--- src/rtl/jtframe_sdram_arb_pkg.sv ---
// Shared types and the round-robin pick helper for the SDRAM read-port arbiter.
package jtframe_sdram_arb_pkg;

    typedef enum logic [1:0] {ARB_IDLE, ARB_REQ, ARB_WAIT} arb_st_t;

    // The helper works on a fixed 8-wide request vector, which covers N = 2..8
    localparam int RR_MAX = 8;
    localparam int RR_IW  = 3;

    typedef struct packed {
        logic             valid;
        logic [RR_IW-1:0] idx;
    } rr_pick_t;

    // First set bit scanning ptr, ptr+1, ... wrapping at n by compare-and-subtract
    function automatic rr_pick_t rr_pick(input logic [RR_MAX-1:0] req,
                                         input logic [RR_IW-1:0]  ptr,
                                         input int                n);
        rr_pick_t res;
        int       j;
        res = '0;
        for (int i = 0; i < RR_MAX; i++) begin
            j = int'(ptr) + i;
            if (j >= n) j = j - n;
            if (i < n && !res.valid && req[j[RR_IW-1:0]]) begin
                res.valid = 1'b1;
                res.idx   = j[RR_IW-1:0];
            end
        end
        return res;
    endfunction

endpackage

--- src/rtl/jtframe_sdram_arb_rr.sv ---
// Rotating priority encoder: picks the first requesting slot at or after ptr.
module jtframe_sdram_arb_rr
    import jtframe_sdram_arb_pkg::*;
#(
    parameter int N  = 4,
    parameter int PW = 2
) (
    input  logic [N-1:0]  req,
    input  logic [PW-1:0] ptr,
    output logic [PW-1:0] idx,
    output logic          vld
);

    logic [RR_MAX-1:0] req_ext;
    rr_pick_t          pick;

    // Unused upper request lanes are tied off so they never win
    generate
        for (genvar gi = 0; gi < RR_MAX; gi++) begin : g_ext
            if (gi < N) begin : g_on
                assign req_ext[gi] = req[gi];
            end else begin : g_off
                assign req_ext[gi] = 1'b0;
            end
        end
    endgenerate

    // Rotate-and-encode through the shared helper
    always_comb begin
        pick = rr_pick(req_ext, RR_IW'(ptr), N);
        idx  = PW'(pick.idx);
        vld  = pick.valid;
    end

endmodule

--- src/rtl/jtframe_sdram_arb.sv ---
// Arbiter sharing the board's single SDRAM read port among N ROM requesters.
// One transaction in flight, round-robin grant, per-slot ready strobe.
// Build option: JTFRAME_SDRAM_ARB_PRIO0_EN gives slot 0 absolute priority.
module jtframe_sdram_arb
    import jtframe_sdram_arb_pkg::*;
#(
    parameter int N  = 4,
    parameter int AW = 22,
    parameter int DW = 32
) (
    input  logic            clk_rom,
    input  logic            rst_n,
    input  logic            downloading,
    input  logic [N-1:0]    slot_req,
    input  logic [N*AW-1:0] slot_addr,
    output logic [N-1:0]    slot_rdy,
    output logic [DW-1:0]   slot_data,
    output logic            sdram_req,
    output logic [AW-1:0]   sdram_addr,
    input  logic            sdram_ack,
    input  logic [DW-1:0]   data_read,
    input  logic            data_rdy,
    output logic            refresh_en
);

    localparam int PW = (N > 1) ? $clog2(N) : 1;

    arb_st_t         state_q, state_d;
    logic [PW-1:0]   gnt_q, gnt_d;
    logic [PW-1:0]   rr_ptr_q, rr_ptr_d;
    logic            sdram_req_q, sdram_req_d;
    logic [AW-1:0]   sdram_addr_q, sdram_addr_d;
    logic [N-1:0]    slot_rdy_q, slot_rdy_d;
    logic [DW-1:0]   slot_data_q, slot_data_d;

    logic [AW-1:0]   addr_arr [N];
    logic [PW-1:0]   rr_idx, win_idx, ptr_after;
    logic            rr_vld, win_vld;

    generate
        for (genvar gi = 0; gi < N; gi++) begin : g_addr
            assign addr_arr[gi] = slot_addr[gi*AW +: AW];
        end
    endgenerate

    jtframe_sdram_arb_rr #(.N(N), .PW(PW)) u_rr (
        .req (slot_req),
        .ptr (rr_ptr_q),
        .idx (rr_idx),
        .vld (rr_vld)
    );

    // Winner selection and pointer advance after serving the granted slot
    always_comb begin
        win_idx   = rr_idx;
        win_vld   = rr_vld;
        ptr_after = (gnt_q == PW'(N-1)) ? '0 : gnt_q + 1'b1;
`ifdef JTFRAME_SDRAM_ARB_PRIO0_EN
        if (slot_req[0]) begin
            win_idx = '0;
            win_vld = 1'b1;
        end
        if (gnt_q == '0) ptr_after = rr_ptr_q;
`endif
    end

    // Next-state and datapath updates for the IDLE -> REQ -> WAIT cycle
    always_comb begin
        state_d      = state_q;
        gnt_d        = gnt_q;
        rr_ptr_d     = rr_ptr_q;
        sdram_req_d  = sdram_req_q;
        sdram_addr_d = sdram_addr_q;
        slot_rdy_d   = '0;
        slot_data_d  = slot_data_q;
        case (state_q)
            ARB_IDLE: begin
                if (win_vld && !downloading) begin
                    gnt_d        = win_idx;
                    sdram_addr_d = addr_arr[win_idx];
                    sdram_req_d  = 1'b1;
                    state_d      = ARB_REQ;
                end
            end
            ARB_REQ: begin
                if (sdram_ack) begin
                    sdram_req_d = 1'b0;
                    state_d     = ARB_WAIT;
                end
            end
            ARB_WAIT: begin
                if (data_rdy) begin
                    slot_data_d       = data_read;
                    slot_rdy_d[gnt_q] = 1'b1;
                    rr_ptr_d          = ptr_after;
                    state_d           = ARB_IDLE;
                end
            end
            default: state_d = ARB_IDLE;
        endcase
    end

    // State and output registers
    always_ff @(posedge clk_rom or negedge rst_n) begin
        if (!rst_n) begin
            state_q      <= ARB_IDLE;
            gnt_q        <= '0;
            rr_ptr_q     <= '0;
            sdram_req_q  <= 1'b0;
            sdram_addr_q <= '0;
            slot_rdy_q   <= '0;
            slot_data_q  <= '0;
        end else begin
            state_q      <= state_d;
            gnt_q        <= gnt_d;
            rr_ptr_q     <= rr_ptr_d;
            sdram_req_q  <= sdram_req_d;
            sdram_addr_q <= sdram_addr_d;
            slot_rdy_q   <= slot_rdy_d;
            slot_data_q  <= slot_data_d;
        end
    end

    // Refresh may run only when the port is idle and nobody is waiting for it
    always_comb begin
        refresh_en = rst_n && (state_q == ARB_IDLE) && !(|slot_req) && !downloading;
    end

    assign sdram_req  = sdram_req_q;
    assign sdram_addr = sdram_addr_q;
    assign slot_rdy   = slot_rdy_q;
    assign slot_data  = slot_data_q;

endmodule

--- config.mk ---
export PLATFORM = sky130hd
export DESIGN_NAME = jtframe_sdram_arb
export DESIGN_NICKNAME = d
export VERILOG_FILES = /design/src/rtl/jtframe_sdram_arb_pkg.sv /design/src/rtl/jtframe_sdram_arb_rr.sv /design/src/rtl/jtframe_sdram_arb.sv
export SDC_FILE = /design/constraint.sdc
export NUM_CORES = 1
export LEC_CHECK = 0
export BUFFER_PORTS_ARGS = -buffer_cell sky130_fd_sc_hd__buf_4
export CAP_MARGIN = 20
export CORE_ASPECT_RATIO = 0.7
export CORE_UTILIZATION = 45
export CTS_BUF_LIST = sky130_fd_sc_hd__clkbuf_2 sky130_fd_sc_hd__clkbuf_4 sky130_fd_sc_hd__clkbuf_8
export CTS_CLUSTER_SIZE = 30
export DETAILED_ROUTE_END_ITERATION = 7
export GPL_ROUTABILITY_DRIVEN = 0
export MAX_ROUTING_LAYER = met4
export PLACE_DENSITY = 0.82
export SLEW_MARGIN = 25
export SYNTH_ARGS = -nofsm -noshare
export SYNTH_HDL_FRONTEND = slang
export SYNTH_SLANG_ARGS = --single-unit
--- constraint.sdc ---
create_clock -name clk_rom -period 2.2 [get_ports clk_rom]
set_input_delay 0.33 -clock clk_rom [delete_from_list [all_inputs] [get_ports clk_rom]]
set_output_delay 0.33 -clock clk_rom [all_outputs]
set_load 0.02 [all_outputs]
==> results of run 1 <==
-- sequential cells by signal, summed over array words and instances, names as in the netlist --
register	count
sdram_req	1
rr_ptr_q	2
slot_data	32
state_q	2
sdram_addr	22
gnt_q	2
slot_rdy	4
-- layout by cell type, fill, tap and decap left out --
cell type                    count
sky130_fd_sc_hd__o21ai_1        12
sky130_fd_sc_hd__or2b_1          1
sky130_fd_sc_hd__nor2b_1         2
sky130_fd_sc_hd__clkbuf_4        1
sky130_fd_sc_hd__clkinv_2        1
sky130_fd_sc_hd__a21oi_1         2
sky130_fd_sc_hd__buf_4         194
sky130_fd_sc_hd__and3_1          1
sky130_fd_sc_hd__inv_6           1
sky130_fd_sc_hd__or3b_1          1
sky130_fd_sc_hd__clkinv_4        1
sky130_fd_sc_hd__nand3b_1        2
sky130_fd_sc_hd__mux2_2         34
sky130_fd_sc_hd__clkbuf_8        9
sky130_fd_sc_hd__a311oi_1        1
sky130_fd_sc_hd__nor3_2          1
sky130_fd_sc_hd__o21ai_0        14
sky130_fd_sc_hd__nor3_1          2
sky130_fd_sc_hd__o221ai_4        1
sky130_fd_sc_hd__o31ai_1         1
sky130_fd_sc_hd__mux2i_1        44
sky130_fd_sc_hd__a2bb2oi_1      20
sky130_fd_sc_hd__nand2_1         5
sky130_fd_sc_hd__ha_1            4
sky130_fd_sc_hd__nor2_1          6
sky130_fd_sc_hd__nand2b_1        2
sky130_fd_sc_hd__inv_1           9
sky130_fd_sc_hd__buf_12          1
sky130_fd_sc_hd__clkinvlp_4      2
sky130_fd_sc_hd__a21boi_0        1
sky130_fd_sc_hd__bufinv_16       1
sky130_fd_sc_hd__dfrtp_1        65
sky130_fd_sc_hd__o221ai_2        2
sky130_fd_sc_hd__nor4_2          1
sky130_fd_sc_hd__or3_4           1
-- synth_stat cells (all sizes together) (3+ instances only) --
master	instances	share of area, %
buf	12	3.2
o221ai	3	1.2
inv	9	1.1
nor3	3	0.63
o21ai	26	4.1
dfrtp	65	51
a2bb2oi	20	5.5
nand2	5	0.59
mux2	34	12
ha	4	1.6
nor2	6	0.71
mux2i	44	14
clkbuf	5	0.90
-- stage by stage --
step	worst slack, ps	cells	power [uW]
floorplan	379.3	252	3999
global placement	315.1	524	5159
detailed placement	243.2	524	5255
CTS	228.3	540	6281
global route	68.86	540	6625
finish	236.3	540	6216
-- critical path, cell delays in order (launching register included) --
cell,delay (ps)
sky130_fd_sc_hd__dfrtp_1,420
sky130_fd_sc_hd__mux2_2,380
sky130_fd_sc_hd__o221ai_4,190
sky130_fd_sc_hd__buf_12,320
sky130_fd_sc_hd__mux2i_1,230
sky130_fd_sc_hd__a2bb2oi_1,190
sky130_fd_sc_hd__o21ai_0,100
-- final cells by class --
cell class / instances / share of cell area, %
Multi-Input combinational cell: 161 / 29.09
Sequential cell: 65 / 33.40
Timing Repair Buffer: 195 / 30.32
Inverter: 9 / 0.6937
Tap cell: 94 / 2.415
Clock buffer: 10 / 2.698
Clock inverter: 6 / 1.387
-- cell families (layout without fill, tap and decap cells) --
logic type / count (synthesis) / count (layout) / share of synthesized area (%)
AO/OA/AOI/OAI: 54 / 54 / 11.85
buffers and inverters: 26 / 220 / 5.139
multiplexers: 78 / 78 / 25.81
AND/OR/NAND/NOR: 25 / 25 / 4.629
adder cells (fa/ha/maj): 4 / 4 / 1.569
flip-flops: 65 / 65 / 51.00
-- per-layer routing --
metal	GRT usage [%]	vias up	part of all wire (%)	wire [um]
met5	-	-	0	0
met3	7.129	19	6.9	557
met4	8.889	0	2.4	197
met2	37.56	108	51	4121
li1	-	1300	-	-
met1	26.34	1298	39	3182
-- worst max-delay path by stage --
stage / start / to / cells after the start
after CTS: rr_ptr_q[1] / sdram_addr[1] / 6
final: rr_ptr_q[1] / sdram_addr[16] / 6
after detailed placement: rr_ptr_q[1] / sdram_addr[1] / 6
after floorplan: rr_ptr_q[1] / sdram_addr[0] / 7
after global routing: rr_ptr_q[1] / sdram_addr[8] / 6
after global placement: rr_ptr_q[1] / sdram_addr[16] / 6
-- power breakdown --
part | internal, uW | switching, uW | total, uW
Combinational | 1560 | 1570 | 3120
Clock | 539 | 467 | 1010
Sequential | 1750 | 330 | 2080
Total | 3850 | 2370 | 6220
==> impl_metrics.prom, run 1 <==
# TYPE chip_impl_metric gauge
chip_impl_metric{name="finalCriticalPeriod",unit="ps"} 1964
chip_impl_metric{name="placement.cell_area",unit="um2"} 4671
chip_impl_metric{name="crit_required",unit="ps"} 2410
chip_impl_metric{name="postSynthRegisterBits",unit=""} 65
chip_impl_metric{name="port-buffer-count",unit=""} 188
chip_impl_metric{name="fillCellCount",unit=""} 501
chip_impl_metric{name="power_density",unit="nW/um2"} 1276
chip_impl_info{name="outcome",value="finished clean"} 1
chip_impl_metric{name="maximum_clock_frequency",unit="GHz"} 0.5093
chip_impl_metric{name="postCtsSetupRepairBufs",unit=""} 0
chip_impl_info{name="cp-start-kind",value="flip-flop"} 1
chip_impl_metric{name="finish.net_count",unit=""} 574
chip_impl_metric{name="ff2ff_path_depth",unit=""} 6
chip_impl_metric{name="drv.max_cap_violation_count",unit=""} 0
chip_impl_metric{name="synth-async-reset-ratio",unit="%"} 100.0
chip_impl_metric{name="number_of_global_route_vias_before_repair",unit=""} 2714
chip_impl_metric{name="finalHoldViolations",unit=""} 0
chip_impl_metric{name="cts_sinks",unit=""} 65
chip_impl_metric{name="firstDrtPassIters",unit=""} 4
chip_impl_metric{name="die_area",unit="um2"} 7433
chip_impl_metric{name="grt_remaining_overflow",unit=""} 0
chip_impl_info{name="critPathKind",value="reg2reg"} 1
chip_impl_metric{name="floorplan.io_pins",unit=""} 189
chip_impl_metric{name="insertedDiodeCount",unit=""} 0
chip_impl_metric{name="cp.arrival",unit="ps"} 2180
chip_impl_metric{name="static-leakage-power",unit="uW"} 0.002540
chip_impl_metric{name="seq_area",unit="um2"} 1627
chip_impl_metric{name="die_height",unit="um"} 72.44
chip_impl_metric{name="initial_utilization",unit="%"} 46.99
chip_impl_metric{name="layout.cell_area.non_filler",unit="um2"} 4870
chip_impl_metric{name="syn-num-nets",unit=""} 385
chip_impl_info{name="launch_instance_of_the_worst_register_to_register_path",value="rr_ptr_q[1]"} 1
chip_impl_metric{name="cts_resized",unit=""} 0
chip_impl_metric{name="drc",unit=""} 0
chip_impl_metric{name="die_w",unit="um"} 102.6
chip_impl_info{name="grt_setup_unrepaired",value="false"} 1
chip_impl_info{name="cts_tree",value="yes"} 1
chip_impl_metric{name="cts.path.max_buffers",unit=""} 2
chip_impl_metric{name="detail-route-antenna-nets",unit=""} 0
chip_impl_metric{name="finalSetupTns",unit="ps"} 0
chip_impl_metric{name="finalMaxSlewViolations",unit=""} 0
chip_impl_metric{name="latest_clock_arrival_within_the_worst_skew_pair",unit="ps"} 340
chip_impl_metric{name="floorplan.core_area",unit="um2"} 6788
chip_impl_metric{name="grt.total_usage",unit="%"} 22.92
chip_impl_metric{name="drive_gt1_share",unit="%"} 56.28
chip_impl_metric{name="multi_input_area",unit="um2"} 1416
chip_impl_metric{name="fin_skew",unit="ps"} 11.87
chip_impl_metric{name="clkTransAtPathRegs",unit="ps"} 80
chip_impl_metric{name="worstMarginPinSlew",unit="ps"} 815.5
chip_impl_metric{name="max_slew_margin",unit="%"} 45.63
chip_impl_metric{name="period_share",unit="%"} 89.26
chip_impl_metric{name="wire_length_of_the_first_global_routing_pass",unit="um"} 12610
chip_impl_metric{name="finish.utilization",unit="%"} 71.74
chip_impl_info{name="cts.root.buffer_cell",value="sky130_fd_sc_hd__clkbuf_8"} 1
chip_impl_metric{name="first_iter_violations",unit=""} 89
chip_impl_info{name="reg_to_reg_endpoint",value="sdram_addr[16]"} 1
chip_impl_metric{name="setup_slack_on_the_worst_flop_to_flop_path",unit="ps"} 240
chip_impl_metric{name="number_of_synthesized_flops_with_an_enable_pin",unit=""} 0
chip_impl_metric{name="number_of_warnings_reported_in_the_yosys_synthesis_log",unit=""} 0
chip_impl_metric{name="finalSetupViolCount",unit=""} 0
chip_impl_metric{name="synthesis.instances",unit=""} 252
chip_impl_metric{name="cts_hold_repair_buffers",unit=""} 0
chip_impl_info{name="postSynth.topFlopCell",value="sky130_fd_sc_hd__dfrtp_1"} 1
chip_impl_metric{name="whs",unit="ps"} 180.2
chip_impl_metric{name="post_synthesis_cell_type_count",unit=""} 31
chip_impl_metric{name="wl_per_cell",unit="um"} 14.92
chip_impl_metric{name="dp.final_hpwl",unit="um"} 6018
chip_impl_metric{name="crit_fanout",unit=""} 45
chip_impl_metric{name="vdd.ir_drop.worst",unit="mV"} 0.8510
chip_impl_metric{name="mappedNetlistArea",unit="um2"} 3189
chip_impl_metric{name="vias_per_cell",unit=""} 5.046
chip_impl_metric{name="postSynthAreaPerCell",unit="um2"} 12.66
chip_impl_info{name="min_path_type",value="in2async"} 1
chip_impl_metric{name="maximum_level_of_the_cts_h_tree",unit=""} 3
chip_impl_metric{name="seq_area_frac_synth",unit="%"} 51.00
chip_impl_metric{name="via_count",unit=""} 2725
chip_impl_info{name="setup.worst_path.end_class",value="flip-flop"} 1
chip_impl_metric{name="area_delta_synth_final",unit="%"} 52.69
chip_impl_metric{name="cts_buffers",unit=""} 9
chip_impl_metric{name="number_of_placement_rows",unit=""} 25
chip_impl_metric{name="antenna_found_initial",unit=""} 0
chip_impl_metric{name="grt_start_max_net_pins",unit=""} 66
chip_impl_metric{name="drt-total-wl",unit="um"} 8058
Note: power is estimated with default switching activity, not from simulation.
==> inputs of run 2 (changes only) <==
--- a/config.mk
+++ b/config.mk
@@ -14,7 +14,7 @@
 export DETAILED_ROUTE_END_ITERATION = 7
 export GPL_ROUTABILITY_DRIVEN = 0
 export MAX_ROUTING_LAYER = met4
-export PLACE_DENSITY = 0.82
+export PLACE_DENSITY = 0.83
 export SLEW_MARGIN = 25
 export SYNTH_ARGS = -nofsm -noshare
 export SYNTH_HDL_FRONTEND = slang
==> run 2 against run 1 <==
Effect of this change: final area grew 0.69%; clock skew is 4.7 ps lower; global-route usage fell by 0.54 points; largest power group unchanged.
==> impl_metrics.prom, run 2 (synthesized netlist as in run 1, its figures left out) <==
# TYPE chip_impl_metric gauge
chip_impl_metric{name="firstDrtPassIters",unit=""} 5
chip_impl_metric{name="die_height",unit="um"} 72.44
chip_impl_metric{name="cts_sinks",unit=""} 65
chip_impl_info{name="critPathKind",value="reg2reg"} 1
chip_impl_metric{name="number_of_placement_rows",unit=""} 25
chip_impl_info{name="outcome",value="finished clean"} 1
chip_impl_metric{name="max_slew_margin",unit="%"} 61.39
chip_impl_metric{name="maximum_clock_frequency",unit="GHz"} 0.4896
chip_impl_info{name="critical_path.top_delay_family",value="multiplexers"} 1
chip_impl_metric{name="timing.critical_path.slowest_cell_delay",unit="ps"} 430
chip_impl_metric{name="largest_reg_flops",unit=""} 32
chip_impl_info{name="min_path_type",value="in2reg"} 1
chip_impl_metric{name="die_w",unit="um"} 102.6
chip_impl_metric{name="drt-total-wl",unit="um"} 8387
chip_impl_metric{name="setup_ws_pre_cts",unit="ps"} 129.6
chip_impl_metric{name="clkTransAtPathRegs",unit="ps"} 70
chip_impl_metric{name="worst-path-buf-inv",unit=""} 1
chip_impl_metric{name="via_count",unit=""} 2736
chip_impl_metric{name="wl_per_cell",unit="um"} 15.45
chip_impl_metric{name="layout.cell_area.non_filler",unit="um2"} 4903
chip_impl_metric{name="latest_clock_arrival_within_the_worst_skew_pair",unit="ps"} 330
chip_impl_metric{name="antenna_found_initial",unit=""} 0
chip_impl_info{name="final_cell_mix",value="sky130_fd_sc_hd__buf_4, sky130_fd_sc_hd__dfrtp_1, sky130_fd_sc_hd__mux2i_1, sky130_fd_sc_hd__mux2_2, sky130_fd_sc_hd__a2bb2oi_1"} 1
chip_impl_metric{name="finalMaxSlewViolations",unit=""} 0
chip_impl_metric{name="placement.cell_area",unit="um2"} 4671
chip_impl_metric{name="finalSetupTns",unit="ps"} 0
chip_impl_metric{name="vdd.ir_drop.worst",unit="mV"} 0.7654
chip_impl_metric{name="number_of_global_route_vias_before_repair",unit=""} 2665
chip_impl_metric{name="power_density",unit="nW/um2"} 1263
chip_impl_metric{name="static-leakage-power",unit="uW"} 0.002570
chip_impl_metric{name="floorplan.core_area",unit="um2"} 6788
chip_impl_info{name="grt_setup_unrepaired",value="false"} 1
chip_impl_metric{name="postLayoutSetupSlackWorst",unit="ps"} 157.3
chip_impl_metric{name="fillCellCount",unit=""} 501
chip_impl_metric{name="cts.path.max_buffers",unit=""} 2
chip_impl_metric{name="period_share",unit="%"} 92.85
chip_impl_metric{name="grt.total_usage",unit="%"} 22.38
chip_impl_info{name="layout_commonest_cell",value="sky130_fd_sc_hd__buf_4"} 1
chip_impl_metric{name="area_delta_synth_final",unit="%"} 53.75
chip_impl_metric{name="detail-route-antenna-nets",unit=""} 0
chip_impl_info{name="cp-start-kind",value="flip-flop"} 1
chip_impl_metric{name="finalSetupViolCount",unit=""} 0
chip_impl_metric{name="grt_start_max_net_pins",unit=""} 47
chip_impl_metric{name="drv.max_cap_violation_count",unit=""} 0
chip_impl_metric{name="drive_gt1_share",unit="%"} 56.35
chip_impl_metric{name="crit_fanout",unit=""} 12
chip_impl_metric{name="finalCriticalPeriod",unit="ps"} 2043
chip_impl_metric{name="finish.net_count",unit=""} 578
chip_impl_info{name="timing.critical_path.cells",value="mux2_2 -> o221ai_4 -> buf_12 -> mux2i_1 -> a2bb2oi_1 -> o21ai_0"} 1
chip_impl_metric{name="dp.final_hpwl",unit="um"} 6015
chip_impl_info{name="critical-path-slowest-cell",value="sky130_fd_sc_hd__dfrtp_1"} 1
chip_impl_metric{name="cp.arrival",unit="ps"} 2240
chip_impl_metric{name="port-buffer-count",unit=""} 188
chip_impl_metric{name="grt_remaining_overflow",unit=""} 0
chip_impl_metric{name="vias_per_cell",unit=""} 5.039
chip_impl_metric{name="initial_utilization",unit="%"} 46.99
chip_impl_info{name="cts_tree",value="yes"} 1
chip_impl_info{name="cts.root.buffer_cell",value="sky130_fd_sc_hd__clkbuf_8"} 1
chip_impl_metric{name="wire_length_of_the_first_global_routing_pass",unit="um"} 12410
chip_impl_info{name="setup.worst_path.end_class",value="flip-flop"} 1
chip_impl_metric{name="maximum_level_of_the_cts_h_tree",unit=""} 3
chip_impl_metric{name="finalHoldViolations",unit=""} 0
chip_impl_metric{name="crit_required",unit="ps"} 2400
chip_impl_metric{name="drc",unit=""} 0
chip_impl_metric{name="worstMarginPinSlew",unit="ps"} 579.1
chip_impl_metric{name="insertedDiodeCount",unit=""} 0
chip_impl_metric{name="die_area",unit="um2"} 7433
chip_impl_metric{name="floorplan.io_pins",unit=""} 189
chip_impl_metric{name="first_iter_violations",unit=""} 115
chip_impl_metric{name="fin_skew",unit="ps"} 7.131
chip_impl_metric{name="cts_buffers",unit=""} 9
## run 2: final timing paths
check                          startpoint             end  slack [ps]  cells past startpoint
setup / recovery              rr_ptr_q[1]  sdram_addr[15]         160                      6
hold / removal                   data_rdy      state_q[1]         210                      2
setup reg to reg              rr_ptr_q[1]  sdram_addr[15]         160                      6
hold reg to reg            sdram_addr[16]  sdram_addr[16]         500                      2
max in group asynchronous           rst_n   slot_data[23]         910                      3
min in group asynchronous           rst_n   sdram_addr[9]         420                      2
## run 2: what timing repair did
item,in CTS,in global routing
hold buffers,1,0
resized for setup,0,0
hold endpoints to repair,19,0
setup buffers,0,1
endpoints found under the setup margin,0,1
## run 2: worst reg2reg max path: cells and delay by family (launching register included)
| family | cells | cell delay [ps] |
|---|---|---|
| multiplexers | 2 | 640 |
| AO/OA/AOI/OAI | 3 | 640 |
| flip-flops | 1 | 430 |
| buffers and inverters | 1 | 190 |
## run 2: per-layer routing
metal / global-route usage, % / wire length [um]
met5: - / 0
met4: 4.762 / 30
met3: 5.877 / 450
met2: 38.22 / 4338
met1: 26.65 / 3567
## run 2: layout make-up
cell class / instances / area (um2) / share of cell area [%]
clock inverter: 4 / 20.02 / 0.4083
clock buffer: 11 / 145.1 / 2.960
sequential: 65 / 1627 / 33.17
inverter: 9 / 33.78 / 0.6890
multi-input combinational: 161 / 1416 / 28.88
tap: 94 / 117.6 / 2.399
timing repair buffer: 199 / 1544 / 31.49
## run 2: per-stage QoR
| stage | cells | util (%) | hold slack (ps) | power, uW |
|---|---|---|---|---|
| after floorplan | 252 | - | 34.41 | 3999 |
| after global placement | 524 | 68.81 | 225.3 | 5156 |
| after detailed placement | 524 | 68.81 | 222.3 | 5262 |
| after CTS | 540 | 71.39 | 201.7 | 6149 |
| after global routing | 543 | 72.24 | 210.5 | 6567 |
| final | 543 | 72.24 | 211.0 | 6194 |
## run 2: where the power goes
part	leakage [uW]	switching [uW]	internal (uW)
logic	0.00168	1610	1620
registers	0.000798	340	1760
clock network	0.0000921	429	438
